==> config.mk <==
export PLATFORM = sky130hd
export DESIGN_NAME = bit_destuff_flat
export DESIGN_NICKNAME = d
export VERILOG_FILES = /design/src/rtl/bit_destuff_if.sv /design/src/rtl/bit_destuff.sv /design/src/flat_wrapper.sv
export SDC_FILE = /design/constraint.sdc
export NUM_CORES = 1
export LEC_CHECK = 0
export BUFFER_PORTS_ARGS = -buffer_cell sky130_fd_sc_hd__buf_2
export CAP_MARGIN = 30
export CORE_MARGIN = 1
export CORE_UTILIZATION = 30
export CTS_CLUSTER_DIAMETER = 80
export DETAILED_ROUTE_END_ITERATION = 6
export SYNTH_ARGS = -nofsm -noshare
export SYNTH_HDL_FRONTEND = slang
export SYNTH_SLANG_ARGS = --single-unit
==> constraint.sdc <==
create_clock -name clk -period 2 [get_ports clk]
set_clock_uncertainty 0.2 [all_clocks]
set_input_delay 0.3 -clock clk [delete_from_list [all_inputs] [get_ports clk]]
set_output_delay 0.3 -clock clk [all_outputs]
set_load 0.05 [all_outputs]
==> src/rtl/bit_destuff_if.sv <==
// -----------------------------------------------------------------------------
// bit_destuff_if
//
// Bundle of the sample-side inputs and destuffed outputs of bit_destuff.
//
// Handshake: there is no backpressure. The frame controller places a sampled
// bus bit on din and raises bit_valid for exactly one clk cycle per nominal bit
// time; the sample is consumed on that rising edge. Every result pulse
// (dout_valid / stuff_drop / stuff_err) is a single-cycle strobe registered on
// the edge that consumed the sample, so the consumer must act on it in the
// cycle it is high. stuff_en is a level, not a strobe.
//
// Signals:
//   din         master->slave  sampled bus bit (0 dominant, 1 recessive)
//   bit_valid   master->slave  one-cycle strobe qualifying din
//   stuff_en    master->slave  stuffed region may be active; low forces IDLE
//   dout        slave->master  destuffed data bit, held between strobes
//   dout_valid  slave->master  one-cycle strobe qualifying dout
//   stuff_drop  slave->master  one-cycle pulse: stuff bit discarded
//   stuff_err   slave->master  one-cycle pulse: stuff rule violated
//   busy        slave->master  state machine is not IDLE
//   stuff_cnt   slave->master  stuff bits removed in current/last frame
//   dbg_state   slave->master  raw FSM state encoding for observation
// -----------------------------------------------------------------------------
interface bit_destuff_if;
    logic       din;
    logic       bit_valid;
    logic       stuff_en;
    logic       dout;
    logic       dout_valid;
    logic       stuff_drop;
    logic       stuff_err;
    logic       busy;
    logic [7:0] stuff_cnt;
    logic [1:0] dbg_state;

    // Frame controller / bit sampler side.
    modport master (
        output din,
        output bit_valid,
        output stuff_en,
        input  dout,
        input  dout_valid,
        input  stuff_drop,
        input  stuff_err,
        input  busy,
        input  stuff_cnt,
        input  dbg_state
    );

    // Destuffer side.
    modport slave (
        input  din,
        input  bit_valid,
        input  stuff_en,
        output dout,
        output dout_valid,
        output stuff_drop,
        output stuff_err,
        output busy,
        output stuff_cnt,
        output dbg_state
    );
endinterface

==> src/rtl/bit_destuff.sv <==
// -----------------------------------------------------------------------------
// bit_destuff
//
// Receive-side CAN 2.0 bit destuffer. Consumes one sampled bus bit per
// bit_valid strobe, detects SOF (first dominant sample while idle), removes the
// stuff bit that follows every run of five equal bits, and forwards the
// remaining data bits (SOF included) on dout/dout_valid. A sixth equal bit at a
// stuff position raises stuff_err and parks the FSM in ERR until stuff_en
// drops.
//
// Ports:
//   clk   input   system clock, all logic on the rising edge
//   rst   input   synchronous active-high reset
//   bus   slave   bit_destuff_if: din/bit_valid/stuff_en in,
//                 dout/dout_valid/stuff_drop/stuff_err/busy/stuff_cnt/dbg_state out
//
// Build option:
//   DESTUFF_STATS_EN  when defined, stuff_cnt counts discarded stuff bits per
//                     frame (cleared on SOF, saturating at 255, held after the
//                     frame). When undefined, stuff_cnt is constant zero.
// -----------------------------------------------------------------------------
module bit_destuff (
    input  logic         clk,
    input  logic         rst,
    bit_destuff_if.slave bus
);

    typedef enum logic [1:0] {
        ST_IDLE = 2'd0,
        ST_RUN  = 2'd1,
        ST_ERR  = 2'd2
    } state_t;

    // Run length at which the next sample must be a stuff bit.
    localparam logic [2:0] STUFF_RUN = 3'd5;

    // State and bookkeeping registers.
    state_t     r_state;
    logic       r_last_bit;
    logic [2:0] r_run_len;

    // Registered outputs.
    logic       r_dout;
    logic       r_dout_valid;
    logic       r_stuff_drop;
    logic       r_stuff_err;

    // Next-state values from the combinational process.
    state_t     w_state_nxt;
    logic       w_last_bit_nxt;
    logic [2:0] w_run_len_nxt;
    logic       w_dout_nxt;
    logic       w_dout_valid_nxt;
    logic       w_stuff_drop_nxt;
    logic       w_stuff_err_nxt;

    // -------------------------------------------------------------------------
    // Next-state / output logic
    // -------------------------------------------------------------------------
    always_comb begin
        w_state_nxt      = r_state;
        w_last_bit_nxt   = r_last_bit;
        w_run_len_nxt    = r_run_len;
        w_dout_nxt       = r_dout;
        w_dout_valid_nxt = 1'b0;
        w_stuff_drop_nxt = 1'b0;
        w_stuff_err_nxt  = 1'b0;

        if (!bus.stuff_en) begin
            // Leaving the stuffed region wins over any same-cycle sample,
            // which is dropped without producing a pulse.
            w_state_nxt    = ST_IDLE;
            w_run_len_nxt  = 3'd0;
            w_last_bit_nxt = 1'b1;
        end else begin
            unique case (r_state)
                ST_IDLE: begin
                    // Only a dominant sample is SOF; recessive idle bits are
                    // bus-idle and are ignored.
                    if (bus.bit_valid && !bus.din) begin
                        w_dout_nxt       = 1'b0;
                        w_dout_valid_nxt = 1'b1;
                        w_last_bit_nxt   = 1'b0;
                        w_run_len_nxt    = 3'd1;
                        w_state_nxt      = ST_RUN;
                    end
                end

                ST_RUN: begin
                    if (bus.bit_valid) begin
                        if (r_run_len == STUFF_RUN) begin
                            if (bus.din != r_last_bit) begin
                                // Correct stuff bit: discard it, but it still
                                // counts as the first bit of the next run.
                                w_stuff_drop_nxt = 1'b1;
                                w_last_bit_nxt   = bus.din;
                                w_run_len_nxt    = 3'd1;
                            end else begin
                                w_stuff_err_nxt  = 1'b1;
                                w_state_nxt      = ST_ERR;
                            end
                        end else begin
                            w_dout_nxt       = bus.din;
                            w_dout_valid_nxt = 1'b1;
                            if (bus.din == r_last_bit) begin
                                w_run_len_nxt  = r_run_len + 3'd1;
                            end else begin
                                w_run_len_nxt  = 3'd1;
                                w_last_bit_nxt = bus.din;
                            end
                        end
                    end
                end

                ST_ERR: begin
                    // Frame is dead; wait for stuff_en to drop.
                end

                default: begin
                    w_state_nxt    = ST_IDLE;
                    w_run_len_nxt  = 3'd0;
                    w_last_bit_nxt = 1'b1;
                end
            endcase
        end
    end

    // -------------------------------------------------------------------------
    // State and output registers
    // -------------------------------------------------------------------------
    always_ff @(posedge clk) begin
        if (rst) begin
            r_state      <= ST_IDLE;
            r_last_bit   <= 1'b1;
            r_run_len    <= 3'd0;
            r_dout       <= 1'b1;
            r_dout_valid <= 1'b0;
            r_stuff_drop <= 1'b0;
            r_stuff_err  <= 1'b0;
        end else begin
            r_state      <= w_state_nxt;
            r_last_bit   <= w_last_bit_nxt;
            r_run_len    <= w_run_len_nxt;
            r_dout       <= w_dout_nxt;
            r_dout_valid <= w_dout_valid_nxt;
            r_stuff_drop <= w_stuff_drop_nxt;
            r_stuff_err  <= w_stuff_err_nxt;
        end
    end

    // -------------------------------------------------------------------------
    // Optional per-frame stuff-bit statistics
    // -------------------------------------------------------------------------
`ifdef DESTUFF_STATS_EN
    logic [7:0] r_stuff_cnt;
    logic       w_sof;

    // SOF is the only way a data pulse is produced from IDLE.
    assign w_sof = w_dout_valid_nxt && (r_state == ST_IDLE);

    always_ff @(posedge clk) begin
        if (rst) begin
            r_stuff_cnt <= 8'd0;
        end else if (w_sof) begin
            r_stuff_cnt <= 8'd0;
        end else if (w_stuff_drop_nxt && (r_stuff_cnt != 8'hFF)) begin
            r_stuff_cnt <= r_stuff_cnt + 8'd1;
        end
    end

    assign bus.stuff_cnt = r_stuff_cnt;
`else
    assign bus.stuff_cnt = 8'd0;
`endif

    // -------------------------------------------------------------------------
    // Output mapping
    // -------------------------------------------------------------------------
    assign bus.dout       = r_dout;
    assign bus.dout_valid = r_dout_valid;
    assign bus.stuff_drop = r_stuff_drop;
    assign bus.stuff_err  = r_stuff_err;
    assign bus.busy       = (r_state != ST_IDLE);
    assign bus.dbg_state  = r_state;

endmodule
==> src/flat_wrapper.sv <==
// flat-port wrapper written by rule: the top's interface ports become plain ports
module bit_destuff_flat 
  (clk, rst, bus_din, bus_bit_valid, bus_stuff_en, bus_dout, bus_dout_valid, bus_stuff_drop, bus_stuff_err, bus_busy, bus_stuff_cnt, bus_dbg_state);
  bit_destuff_if bus_i ();
  input  logic clk;
  input  logic rst;
  input wire logic [$bits(bus_i.din)-1:0] bus_din;
  input wire logic [$bits(bus_i.bit_valid)-1:0] bus_bit_valid;
  input wire logic [$bits(bus_i.stuff_en)-1:0] bus_stuff_en;
  output wire logic [$bits(bus_i.dout)-1:0] bus_dout;
  output wire logic [$bits(bus_i.dout_valid)-1:0] bus_dout_valid;
  output wire logic [$bits(bus_i.stuff_drop)-1:0] bus_stuff_drop;
  output wire logic [$bits(bus_i.stuff_err)-1:0] bus_stuff_err;
  output wire logic [$bits(bus_i.busy)-1:0] bus_busy;
  output wire logic [$bits(bus_i.stuff_cnt)-1:0] bus_stuff_cnt;
  output wire logic [$bits(bus_i.dbg_state)-1:0] bus_dbg_state;
  assign bus_i.din = bus_din;
  assign bus_i.bit_valid = bus_bit_valid;
  assign bus_i.stuff_en = bus_stuff_en;
  assign bus_dout = bus_i.dout;
  assign bus_dout_valid = bus_i.dout_valid;
  assign bus_stuff_drop = bus_i.stuff_drop;
  assign bus_stuff_err = bus_i.stuff_err;
  assign bus_busy = bus_i.busy;
  assign bus_stuff_cnt = bus_i.stuff_cnt;
  assign bus_dbg_state = bus_i.dbg_state;
  bit_destuff u_core (.clk(clk), .rst(rst), .bus(bus_i));
endmodule
==> results.json <==
{
  "status": "finished, final reports clean",
  "globalRouteOverflowTotal": 0,
  "final_period_util_pct": 88.8,
  "grt_antenna_before_repair": 0,
  "drc_errors": 0,
  "sort_of_element_at_the_end_of_the_critical_path": "primary output",
  "synth_seq_area_share_pct": 31.9,
  "ctsHtreeMaxLevel": 1,
  "synth.avg_cell_area_um2": 8.59,
  "grt_first_pass_wirelength_mm": 1.47,
  "number_of_enable_flip_flop_cells_after_synthesis": 0,
  "cts_num_sinks": 10,
  "worst_ep_arrival_time_ps": 1280,
  "syn-cell-area_um2": 627,
  "crit_end": "bus_busy",
  "drt.antenna.violating_nets": 0,
  "report.final.setup_viol": 0,
  "reg2reg_depth": 5,
  "final_common_cell": "sky130_fd_sc_hd__buf_2",
  "switching_share_pct": 29.8,
  "worst_skew_pair.late_latency_ps": 270,
  "detailroute.via_count": 512,
  "maximum_number_of_pins_on_one_net_before_global_route_repair": 16,
  "clkPwrFrac_pct": 38.5,
  "layout-area-overhead-vs-synth_pct": 10.2,
  "numCtsBuffers": 3,
  "yosys.cell_types.count": 30,
  "max-clock-path-buffers": 2,
  "drt-pass1-iter-count": 4,
  "critical_path.max_stage_delay_ps": 580,
  "globalplace.congestion": 0.750,
  "seq_power_share_pct": 43.8,
  "synth_async_sr_flop_share_pct": 0,
  "n_antenna_cell": 0,
  "worst_r2r_startpoint": "u_core.r_run_len[0]",
  "worstSetupPathType": "flip-flop to primary output",
  "post-synth-top-area-fraction_pct": 31.9,
  "initialDrtViolationCount": 17,
  "reg2reg_setup_slack_ps": 410,
  "worst_path_max_delay_cell": "sky130_fd_sc_hd__dfxtp_1",
  "holdBufCountCts": 0,
  "multi_input_area_um2": 362,
  "layout.nets": 92,
  "routedWlPerCell_um": 9.75,
  "timing.final.max_slew_violations": 0,
  "pwr_density_cell_nw_per_um2": 689,
  "postCtsSetupRepairBufs": 0,
  "grt_setup_unrepaired": "false",
  "vias_per_cell": 4.61,
  "cts_repair_resize_count": 0,
  "most_used_cells_in_the_layout_excluding_fill_and_tap_cells": "11 x sky130_fd_sc_hd__buf_2, 10 x sky130_fd_sc_hd__dfxtp_1, 9 x sky130_fd_sc_hd__nand2_1, 8 x sky130_fd_sc_hd__conb_1",
  "timing_hold_violations_final": 0,
  "peakVddDrop_v": 0.000384,
  "die_x_um": 47.7,
  "seq_area_um2": 200,
  "maxCapViolations": 0,
  "netSwitchingPower_uw": 142,
  "startpoint_type": "flip-flop",
  "synth_top_flop_cell": "sky130_fd_sc_hd__dfxtp_1",
  "design.core.area_um2": 1960,
  "period_minus_slack_ps": 1780,
  "max_freq_mhz": 563,
  "synth-warning-count": 0,
  "worst-endpoint-required_ps": 1500,
  "most_area_hungry_cell_type_in_the_yosys_netlist": "sky130_fd_sc_hd__dfxtp_1",
  "totalWireLength_mm": 1.08,
  "post_route_cells_drive_above_1_share_pct": 29.8,
  "fin_tns_setup_ps": 0,
  "power_report.internal_total_uw": 334,
  "worst_hold_path_type": "input port to flip-flop",
  "floorplan.die.height_um": 47.7,
  "global_route.usage.total_pct": 10.3,
  "critical_path_peak_fanout": 15,
  "post_synth_main_area_contributors": "sky130_fd_sc_hd__dfxtp_1 32%, sky130_fd_sc_hd__buf_4 9.6%, sky130_fd_sc_hd__nand2_1 5.4%",
  "total_of_flip_flops_plus_latches_after_synthesis": 10,
  "die_area_um2": 2280,
  "fillers": 217,
  "rows": 16,
  "regToRegEndpoint": "u_core.bus.dbg_state[1]",
  "top_level_ports": 20,
  "grt_pass1_vias": 316,
  "starting_density_of_the_core_pct": 32.0,
  "comb_power_share_pct": 17.7,
  "worst_hold_check_slack_ps": 37.7,
  "buffer_ports.inserted": 11,
  "startpoint_of_the_most_critical_setup_path": "u_core.bus.dbg_state[0]",
  "power.leakage_nw": 0.301,
  "tritoncts": "built",
  "dp_hpwl_um": 814,
  "crit_path_cell_trace": "or2_2, buf_2",
  "clock_tree.root_cell": "sky130_fd_sc_hd__clkbuf_4",
  "cts.clk_slew.worst_paths_ps": 60,
  "netlist_instances": 73
}
power groups by stage:
stage          registers, mW  logic [mW]  clock network, mW
2_1_floorplan          0.219      0.0779                  0
3_3_place_gp           0.213      0.0834                  0
3_5_place_dp           0.213      0.0835                  0
4_1_cts                0.208      0.0837              0.188
5_1_grt                0.209      0.0901              0.202
6_report               0.208      0.0843              0.183
critical path: cells and delay by family, from the launching register on:
family	cells	cell delay, ps
AND/OR/NAND/NOR	1	180
buffers and inverters	1	250
flip-flops	1	580
cell type report:
type / count / share of cell area, %
Clock buffer: 4 / 5.25
Inverter: 1 / 0.543
Multi-Input combinational cell: 58 / 52.4
Sequential cell: 10 / 29.0
Tap cell: 27 / 4.89
Timing Repair Buffer: 11 / 7.97
how the worst min path moves through the flow:
stage / to / startpoint / slack [ps] / depth (start not counted)
5_1_grt: u_core.bus.dout / rst / 40 / 2
6_report: u_core.bus.dout / rst / 40 / 2
2_1_floorplan: u_core.bus.dout / rst / 190 / 1
3_3_place_gp: u_core.r_run_len[1] / u_core.r_run_len[1] / 290 / 2
3_5_place_dp: u_core.r_run_len[1] / u_core.r_run_len[1] / 290 / 2
4_1_cts: u_core.bus.dout / rst / 30 / 2
state kept, by name, indices dropped and copies added, names as in the netlist:
name	flops
u_core.bus.stuff_err	1
u_core.bus.dbg_state	2
u_core.r_run_len	3
u_core.bus.dout	1
u_core.bus.stuff_drop	1
u_core.r_last_bit	1
u_core.bus.dout_valid	1
metal layers:
metal | GRT usage [%] | vias to the layer above | part of all wire [%]
met3 | 6.79 | 5 | 6.9
met5 | 0 | - | 0
met1 | 14.0 | 228 | 50
met4 | 6.67 | 0 | 2.9
met2 | 11.1 | 19 | 40
li1 | - | 260 | -
through the flow:
| step | total power [mW] | instances | area (um^2) | utilization [%] | setup slack (ps) |
|---|---|---|---|---|---|
| floorplan | 0.297 | 80 | 653 | - | 241 |
| global placement | 0.296 | 107 | 654 | 33.4 | 436 |
| detailed placement | 0.296 | 107 | 654 | 33.4 | 426 |
| CTS | 0.480 | 111 | 691 | 35.2 | 231 |
| global route | 0.501 | 111 | 691 | 35.2 | 116 |
| finish | 0.476 | 111 | 691 | 35.2 | 225 |
kinds of logic (layout without fill, tap and decap cells):
kind of cell / Yosys count / in the layout / share of synthesized area [%]
AO/OA/AOI/OAI: 17 / 17 / 18.4
XOR/XNOR: 1 / 1 / 2.60
adder cells (fa/ha/maj): 2 / 2 / 3.99
buffers and inverters: 12 / 16 / 14.6
flip-flops: 10 / 10 / 31.9
other: 1 / 8 / 0.598
AND/OR/NAND/NOR: 30 / 30 / 27.9
cells in the mapped netlist, drive strengths merged, types with 2 or more instances:
cell type / instances
o21ai: 3
dfxtp: 10
ha: 2
nor2b: 2
o21a: 2
nand3b: 2
or3: 2
o221a: 2
buf: 10
a21oi: 5
o22ai: 2
nand2: 9
or2b: 2
nor2: 5
(Power assumes the default switching activity.)
